==> src/rtl/cpu_multicycle_ctrl.sv <==
// Multicycle control FSM: FETCH -> DECODE -> EXEC -> {MEM} -> WB, with sticky ERR state.
// Optional performance counters (retired_cnt, stall_cnt) under `define PERF_COUNT_EN.
module cpu_multicycle_ctrl #(
  parameter int unsigned MEM_TIMEOUT = 16,
  parameter int unsigned CNT_W       = 32
) (
  input  logic             clk,
  input  logic             reset,
  input  logic [31:0]      instr,
  input  logic             instr_valid,
  output logic             instr_ready,
  input  logic             flag_n,
  input  logic             flag_z,
  input  logic             flag_v,
  input  logic             flag_c,
  input  logic             alu_zero,
  input  logic             mem_ready,
  output logic             Reg2Loc,
  output logic             ALUSrc,
  output logic             MemToReg,
  output logic             RegWrite,
  output logic             MemWrite,
  output logic             BrTaken,
  output logic             UncondBr,
  output logic             read_en,
  output logic             movz,
  output logic             movk,
  output logic             setFlag,
  output logic             addi,
  output logic             isLDURB,
  output logic [2:0]       ALUOp,
  output logic [3:0]       xfer_size,
  output logic             pc_en,
  output logic             err
`ifdef PERF_COUNT_EN
  ,
  output logic [CNT_W-1:0] retired_cnt,
  output logic [CNT_W-1:0] stall_cnt
`endif
);

  localparam int unsigned INSTR_W = 32;
  localparam int unsigned TMO_W   = 8;
  localparam int unsigned XFER_W  = 4;

  localparam logic [2:0] ALU_PASS = 3'b000;
  localparam logic [2:0] ALU_ADD  = 3'b010;
  localparam logic [2:0] ALU_SUB  = 3'b011;

  typedef enum logic [2:0] {
    S_FETCH, S_DECODE, S_EXEC, S_MEM, S_WB, S_ERR
  } state_e;

  typedef enum logic [3:0] {
    OP_ILL, OP_ADDI, OP_ADDS, OP_SUBS, OP_LDUR, OP_LDURB, OP_STUR, OP_STURB,
    OP_MOVZ, OP_MOVK, OP_B, OP_CBZ, OP_BLT
  } op_e;

  state_e             state, state_nx;
  logic [INSTR_W-1:0] instr_q;
  logic [TMO_W-1:0]   tmo_cnt, tmo_cnt_nx;
  op_e                op;
  logic [10:0]        opc;
  logic [4:0]         cond;
  logic               is_load, is_store, is_branch, is_byte, in_dp;
  logic               unused_bits;

  assign opc         = instr_q[31:21];
  assign cond        = instr_q[4:0];
  assign unused_bits = ^{flag_z, flag_c, instr_q[20:5]};

  // Opcode classification of the latched instruction
  always_comb begin
    op = OP_ILL;
    if (opc[10:5] == 6'b000101)                          op = OP_B;
    else if (opc[10:3] == 8'b10110100)                   op = OP_CBZ;
    else if (opc[10:3] == 8'b01010100 && cond == 5'h0B)  op = OP_BLT;
    else if (opc[10:1] == 10'b1001000100)                op = OP_ADDI;
    else if (opc[10:2] == 9'b110100101)                  op = OP_MOVZ;
    else if (opc[10:2] == 9'b111100101)                  op = OP_MOVK;
    else begin
      case (opc)
        11'b10101011000: op = OP_ADDS;
        11'b11101011000: op = OP_SUBS;
        11'b11111000010: op = OP_LDUR;
        11'b00111000010: op = OP_LDURB;
        11'b11111000000: op = OP_STUR;
        11'b00111000000: op = OP_STURB;
        default:         op = OP_ILL;
      endcase
    end
  end

  assign is_load   = (op == OP_LDUR)  || (op == OP_LDURB);
  assign is_store  = (op == OP_STUR)  || (op == OP_STURB);
  assign is_branch = (op == OP_B)     || (op == OP_CBZ) || (op == OP_BLT);
  assign is_byte   = (op == OP_LDURB) || (op == OP_STURB);
  assign in_dp     = (state == S_EXEC) || (state == S_MEM) || (state == S_WB);

  // State, instruction register, memory timeout counter, sticky error
  always_ff @(posedge clk) begin
    if (!reset) begin
      state   <= S_FETCH;
      instr_q <= '0;
      tmo_cnt <= '0;
      err     <= 1'b0;
    end else begin
      state   <= state_nx;
      tmo_cnt <= tmo_cnt_nx;
      if (instr_ready && instr_valid) instr_q <= instr;
      if (state_nx == S_ERR) err <= 1'b1;
    end
  end

  // Next state and datapath controls
  always_comb begin
    state_nx    = state;
    tmo_cnt_nx  = tmo_cnt;
    instr_ready = 1'b0;
    Reg2Loc     = 1'b0;
    ALUSrc      = 1'b0;
    MemToReg    = 1'b0;
    RegWrite    = 1'b0;
    MemWrite    = 1'b0;
    BrTaken     = 1'b0;
    UncondBr    = 1'b0;
    read_en     = 1'b0;
    movz        = 1'b0;
    movk        = 1'b0;
    setFlag     = 1'b0;
    addi        = 1'b0;
    isLDURB     = 1'b0;
    ALUOp       = ALU_PASS;
    xfer_size   = XFER_W'(8);
    pc_en       = 1'b0;

    if (is_byte && state != S_FETCH && state != S_ERR) xfer_size = XFER_W'(1);

    // ALU operand/function selects stay put until the result is consumed
    if (in_dp) begin
      case (op)
        OP_ADDI:  begin ALUSrc = 1'b1; addi = 1'b1; ALUOp = ALU_ADD; end
        OP_ADDS:  begin Reg2Loc = 1'b1; ALUOp = ALU_ADD; end
        OP_SUBS:  begin Reg2Loc = 1'b1; ALUOp = ALU_SUB; end
        OP_MOVZ:  begin ALUSrc = 1'b1; movz = 1'b1; end
        OP_MOVK:  begin ALUSrc = 1'b1; movk = 1'b1; end
        OP_LDUR, OP_LDURB, OP_STUR, OP_STURB: begin ALUSrc = 1'b1; ALUOp = ALU_ADD; end
        default:  ;
      endcase
    end

    case (state)
      S_FETCH: begin
        instr_ready = 1'b1;
        if (instr_valid) state_nx = S_DECODE;
      end
      S_DECODE: state_nx = (op == OP_ILL) ? S_ERR : S_EXEC;
      S_EXEC: begin
        setFlag = (op == OP_ADDS) || (op == OP_SUBS);
        if (is_branch) begin
          BrTaken  = (op == OP_B) || ((op == OP_CBZ) && alu_zero) ||
                     ((op == OP_BLT) && (flag_n != flag_v));
          UncondBr = (op == OP_B);
          pc_en    = 1'b1;
          state_nx = S_FETCH;
        end else if (is_load || is_store) begin
          tmo_cnt_nx = '0;
          state_nx   = S_MEM;
        end else begin
          state_nx = S_WB;
        end
      end
      S_MEM: begin
        read_en  = is_load;
        MemToReg = is_load;
        isLDURB  = (op == OP_LDURB);
        MemWrite = is_store;
        if (mem_ready) begin
          pc_en    = is_store;
          state_nx = is_store ? S_FETCH : S_WB;
        end else if (tmo_cnt == TMO_W'(MEM_TIMEOUT - 1)) begin
          state_nx = S_ERR;
        end else begin
          tmo_cnt_nx = tmo_cnt + TMO_W'(1);
        end
      end
      S_WB: begin
        RegWrite = 1'b1;
        MemToReg = is_load;
        isLDURB  = (op == OP_LDURB);
        pc_en    = 1'b1;
        state_nx = S_FETCH;
      end
      S_ERR:   state_nx = S_ERR;
      default: state_nx = S_ERR;
    endcase
  end

`ifdef PERF_COUNT_EN
  // Retirement and memory-stall counters, wrapping
  always_ff @(posedge clk) begin
    if (!reset) begin
      retired_cnt <= '0;
      stall_cnt   <= '0;
    end else begin
      if (pc_en) retired_cnt <= retired_cnt + CNT_W'(1);
      if (state == S_MEM && !mem_ready) stall_cnt <= stall_cnt + CNT_W'(1);
    end
  end
`else
  logic [CNT_W-1:0] unused_cnt;
  assign unused_cnt = '0;
`endif

endmodule

==> config.mk <==
export PLATFORM = sky130hd
export DESIGN_NAME = cpu_multicycle_ctrl
export DESIGN_NICKNAME = d
export VERILOG_FILES = /design/src/rtl/cpu_multicycle_ctrl.sv
export SDC_FILE = /design/constraint.sdc
export NUM_CORES = 1
export LEC_CHECK = 0
export ABC_AREA = 1
export ABC_CLOCK_PERIOD_IN_PS = 1350
export CORE_UTILIZATION = 40
export DETAILED_ROUTE_END_ITERATION = 8
export GPL_TIMING_DRIVEN = 0
export PLACE_DENSITY_LB_ADDON = 0.2
export SYNTH_ARGS = -nofsm -noshare
export SYNTH_HDL_FRONTEND = slang
export SYNTH_SLANG_ARGS = --single-unit
==> constraint.sdc <==
create_clock -name clk -period 1.35 [get_ports clk]
set_input_delay 0.27 -clock clk [delete_from_list [all_inputs] [get_ports clk]]
set_output_delay 0.27 -clock clk [all_outputs]
set_load 0.1 [all_outputs]
* Word level (Yosys, flattened, before mapping)
Index checks and enable logic that the tools add are counted.
** Cells by class
- Add/subtract/negate cells :: 1
- Equal/unequal tests :: 37
- Muxes and demuxes :: 47
- Reductions and logical operators :: 26
** Operators by type and width (count)
- equality test 11 bit, second input constant :: 4
- two-way mux 8 bit :: 4
- two-way mux 4 bit :: 7
- two-way mux 1 bit :: 23
- equality test 11 x 9 -> 1 bit, second input constant :: 2
- two-way mux 3 bit :: 7
- equality test 4 bit, second input constant :: 5
- equality test 9 bit, second input constant :: 2
- one-hot mux 3 bit (6 select lines) :: 1
- equality test 4 x 3 -> 1 bit, second input constant :: 4
- one-hot mux 8 bit (2 select lines) :: 1
- one-hot mux 3 bit (5 select lines) :: 1
- logical OR 1 bit :: 11
- equality test 10 bit, second input constant :: 1
- adder 8 x 1 -> 8 bit, second input constant :: 1
- equality test 4 x 2 -> 1 bit, second input constant :: 2
- equality test 8 x 4 -> 1 bit, second input constant :: 1
- equality test 8 x 7 -> 1 bit, second input constant :: 1
- equality test 8 bit, second input constant :: 1
- OR reduction 7 bit :: 1
- equality test 3 x 2 -> 1 bit, second input constant :: 2
- equality test 3 bit, second input constant :: 2
- equality test 6 x 3 -> 1 bit, second input constant :: 1
- logical AND 1 bit :: 6
- other kinds (17) :: 20
** Storage, ports and cells
- Bits in registers :: 44
- Bits of input ports :: 41

* Depth between registers and ports, before layout
- Depth in word-level cells :: 15
- Mapped depth :: 13

* Worst setup path after synthesis
Ideal clock, no wire load.
- Kind :: register to output
- From :: reg state[0]
- To :: out addi
- Arrival :: 5168 ps
- Path slack :: -4088 ps
- Cell stages (with the launch flop) :: 8
- Path buffers :: 0
- Cells stage by stage :: dfxtp_1 -> nor2_1 -> inv_1 -> nor2_1 -> nor2_1 -> nor2_1 -> nand2_1 -> nor4_1
** Between the ends
- Cells in the longest elaborated chain, start to end :: 4
- Elaborated cells between the ends (all ways) :: 6
** Ends and longest elaborated chain
- start: declaration :: RTL line 59 : state_e state, state_nx;
- start signal: assignment :: RTL line 108 : state <= state_nx;
- equality test 3 x 2 -> 1 bit :: RTL line 98 : assign in_dp = (state == S_EXEC) || (state == S_MEM) || (state == S_WB);
- logical OR 1 bit :: RTL line 98
- logical OR 1 bit * :: RTL line 98
- two-way mux 1 bit * :: RTL line 140 : if (in_dp) begin
- end: declaration :: RTL line 29 : output logic addi,
Mark *: on every way between the ends. The rest lies on a longest branch, timed or not.

* Final worst setup path
- From :: reg instr_q[27]
- To :: out addi
** Between the ends
- Cells in the longest elaborated chain, start to end :: 11
- Elaborated cells between the ends (all ways) :: 23
** Ends and longest elaborated chain
- start: declaration :: RTL line 60 : logic [INSTR_W-1:0] instr_q;
- start signal: assignment :: RTL line 110 : if (instr_ready && instr_valid) instr_q <= instr;
- equality test 11 x 9 -> 1 bit / equality test 11 bit (equally long branches) :: RTL line 82 : case (opc)
- one-hot mux 3 bit (6 select lines) :: RTL line 82
- two-way mux 4 bit :: RTL line 80 : else if (opc[10:2] == 9'b111100101) op = OP_MOVK;
- two-way mux 4 bit :: RTL line 79 : else if (opc[10:2] == 9'b110100101) op = OP_MOVZ;
- two-way mux 4 bit :: RTL line 78 : else if (opc[10:1] == 10'b1001000100) op = OP_ADDI;
- two-way mux 4 bit :: RTL line 77 : else if (opc[10:3] == 8'b01010100 && cond == 5'h0B) op = OP_BLT;
- two-way mux 4 bit :: RTL line 76 : else if (opc[10:3] == 8'b10110100) op = OP_CBZ;
- two-way mux 4 bit * :: RTL line 75 : if (opc[10:5] == 6'b000101) op = OP_B;
- equality test 4 x 1 -> 1 bit * :: RTL line 141 : case (op)
- two-way mux 1 bit * :: RTL line 141
- two-way mux 1 bit * :: RTL line 140
Marks and branches as above.

==> metrics.txt <==
Core Region between 4000 and 5000 sq um; portion of synthesized cell area occupied by the leading cell type 0.321; drt initial violations about 480; Worst-Skew Late Latency between 200 and 300 ps; crit path capture type output pin; Tightest Pin Transition 576 ps; standard cell with the maximum stage delay on the critical path dfxtp_4; vertical extent of the die between 60 and 70 microns; most numerous cell types in the synthesized netlist 46 x nor2_1, 44 x nand2_1, 33 x inv_1, 28 x dfxtp_1, 27 x a21oi_1; clk_skew about 3.5 ps; list of cells traversed by the critical path inv_2 -> nand3_2 -> nor2_4 -> nor2_4 -> nand3_4 -> nor2_4 -> nand2_4 -> nor4_4 -> buf_6; TritonCTS buffer count 3; total number of clock tree sinks 28; HPWL after DPL approximately 3.6 mm; Clock transition at path regs approximately 100 ps; via count of the routed design approximately 2600; CTS tree yes; leading post-synthesis cells by cell area dfxtp_1 32%, nor2_1 9.9%, nand2_1 9.5%; IO Count 64; count of inserted antenna diode cells 0; horizontal die dimension between 60 and 70 microns; number of nets still failing antenna checks after routing 0; share of the yosys chip area belonging to registers 0.321; Via density approximately 6.2; power density of the placed cells between 700 and 800 nW/um^2; layout cells sized above 1 0.639; cell seen most often among critical-path stages nor2_4; RSZ-0062 raised after global routing yes; peak clock frequency supported by timing around 430 MHz; worst setup path class reg2out; number of detailed-routing iterations run before antenna repair 5; flip-flop and latch count after synthesis 28; H-tree levels 1; RePlAce Congestion around 0.86; count of flip-flops with a built-in enable after synthesis 0; headroom to the max-slew limit 0.615; type of the most critical hold path reg2reg; Bufs on Longest Clock Path 2; Final min period ~2300 ps; Nets about 400; filler cell count in the final layout 136; per-instance average area after synthesis around 6.4 sq um; starting density of the core 0.427; # port buffers 42; CTS Root Buffer Type clkbuf_8; type of element launching the critical path flop; flip-flop cell with the highest count after synthesis dfxtp_1; most common cell in the netlist nor2_1; maximum number of pins on one net before global-route repair 16; die footprint 4630 sq um; Finish-stage setup viols 48; PnR worst setup slack -989 ps; run status complete, but fails checks; Yosys warning count 0; number of antenna violations at the first check in global routing 0; cell taking the most area after synthesis dfxtp_1; total chip power ~2800 uW; largest fanout of any net on the critical path 6; Data required, critical path ~1100 ps; synthesized instance count ~270; max incr delay on CP ~400 ps; synth-to-layout area growth 113%; total standard cell area after synthesis approximately 1700 sq um; number of core rows 23; reported leakage power between 0.0015 and 0.002 uW; maximum vdd drop ~0.00066 V; number of unique standard cell types used by synthesis 33; average routed wire per standard cell roughly 23 microns; period utilisation layout 1.73; violated checks negative setup slack; all-layer global routing usage 0.327; FFs w/ async S/R, synth 0; worst setup slack after placement -1720 ps; Hold Violations, Final 0; overflow left after global routing 0; endpoint arrival time on the critical path between 2000 and 2500 ps; DRC viols 0; Final Max Tran Viols 0; number of global-route vias before repair 2246; number of violations of the max-capacitance limit 0; first-pass GRT wire length 11.0 mm; Detailed Route WL roughly 9.6 mm; count of hold buffers inserted by post-cts repair 0
[layout by cell type (no fill, tap or decap), types with 12 or more instances in the layout]
| cell | instances |
|---|---|
| buf_4 | 29 |
| nand2_1 | 22 |
| clkdlybuf4s50_1 | 22 |
| nor2_4 | 20 |
| nor2_1 | 20 |
| buf_6 | 19 |
| a21oi_2 | 17 |
| buf_12 | 17 |
| inv_1 | 15 |
| inv_2 | 14 |
| o21ai_2 | 14 |
| dfxtp_1 | 14 |
| nor2_2 | 13 |
| nand2_4 | 12 |
[repair_timing]
action / 4_1_cts / 5_1_grt
resized for setup: 251 / 84
setup endpoints to repair: 42 / 47
buffers inserted: 33 / 14
pin swaps: 42 / 21
gates cloned: 2 / 1
[cell type report]
cell class / count / area, sq um / share of cell area
Buffer: 7 / 82.6 / 0.0223
Clock buffer: 4 / 55.1 / 0.0148
Inverter: 40 / 185 / 0.0499
Multi-Input combinational cell: 201 / 1680 / 0.453
Sequential cell: 28 / 601 / 0.162
Tap cell: 50 / 62.6 / 0.0169
Timing Repair Buffer: 88 / 1040 / 0.281
[per-stage QoR]
stage | setup TNS, ps | instances | cell area (sq um) | utilization | hold WS [ps]
3_3_place_gp | -30080 | 368 | 2510 | 0.614 | 442
6_report | -25380 | 418 | 3710 | 0.908 | 474
2_1_floorplan | -22260 | 276 | 2030 | - | 401
5_1_grt | -30730 | 418 | 3710 | 0.908 | 500
4_1_cts | -15350 | 406 | 3290 | 0.805 | 463
3_5_place_dp | -31010 | 368 | 2510 | 0.614 | 437
[sequential cells by signal, summed over array words and instances, names as in the netlist]
name / count
instr_q: 16
tmo_cnt: 8
err: 1
state: 3
[routing by layer]
metal | vias up | wire [microns] | global-route usage
met2 | 237 | 4500 | 0.560
li1 | 1091 | - | -
met3 | 68 | 954 | 0.103
met1 | 1203 | 3450 | 0.349
met5 | - | 0 | 0
met4 | 0 | 675 | 0.193
[cells by family after synthesis]
family	after synthesis	share of synthesized area
AOI/OAI and AO/OA	52	0.158
xor gates and xnor gates	2	0.0100
adders and majority gates	1	0.00717
buffers and inverters	47	0.110
DFF	28	0.321
other	1	0.00215
and+or+nand+nor	143	0.392
[path summary, 6_finish.rpt]
path / from / depth (start not counted) / slack, ps / end
max: instr_q[27] / 9 / -990 / addi
min: instr_q[3] / 2 / 470 / instr_q[3]
max reg2reg: instr_q[25] / 13 / -800 / err
min reg2reg: instr_q[3] / 2 / 470 / instr_q[3]
[where the power goes]
group / internal (uW) / switching, uW / total [uW]
Sequential: 902 / 99.5 / 1000
Clock: 262 / 277 / 539
Combinational: 515 / 790 / 1310
[worst max-delay path: cells and delay by family (launching register included)]
kind / cells / cell delay [ps]
buffers and inverters: 2 / 340
DFF: 1 / 410
and+or+nand+nor: 7 / 1020
No activity file was read; power rests on OpenSTA's default activity.
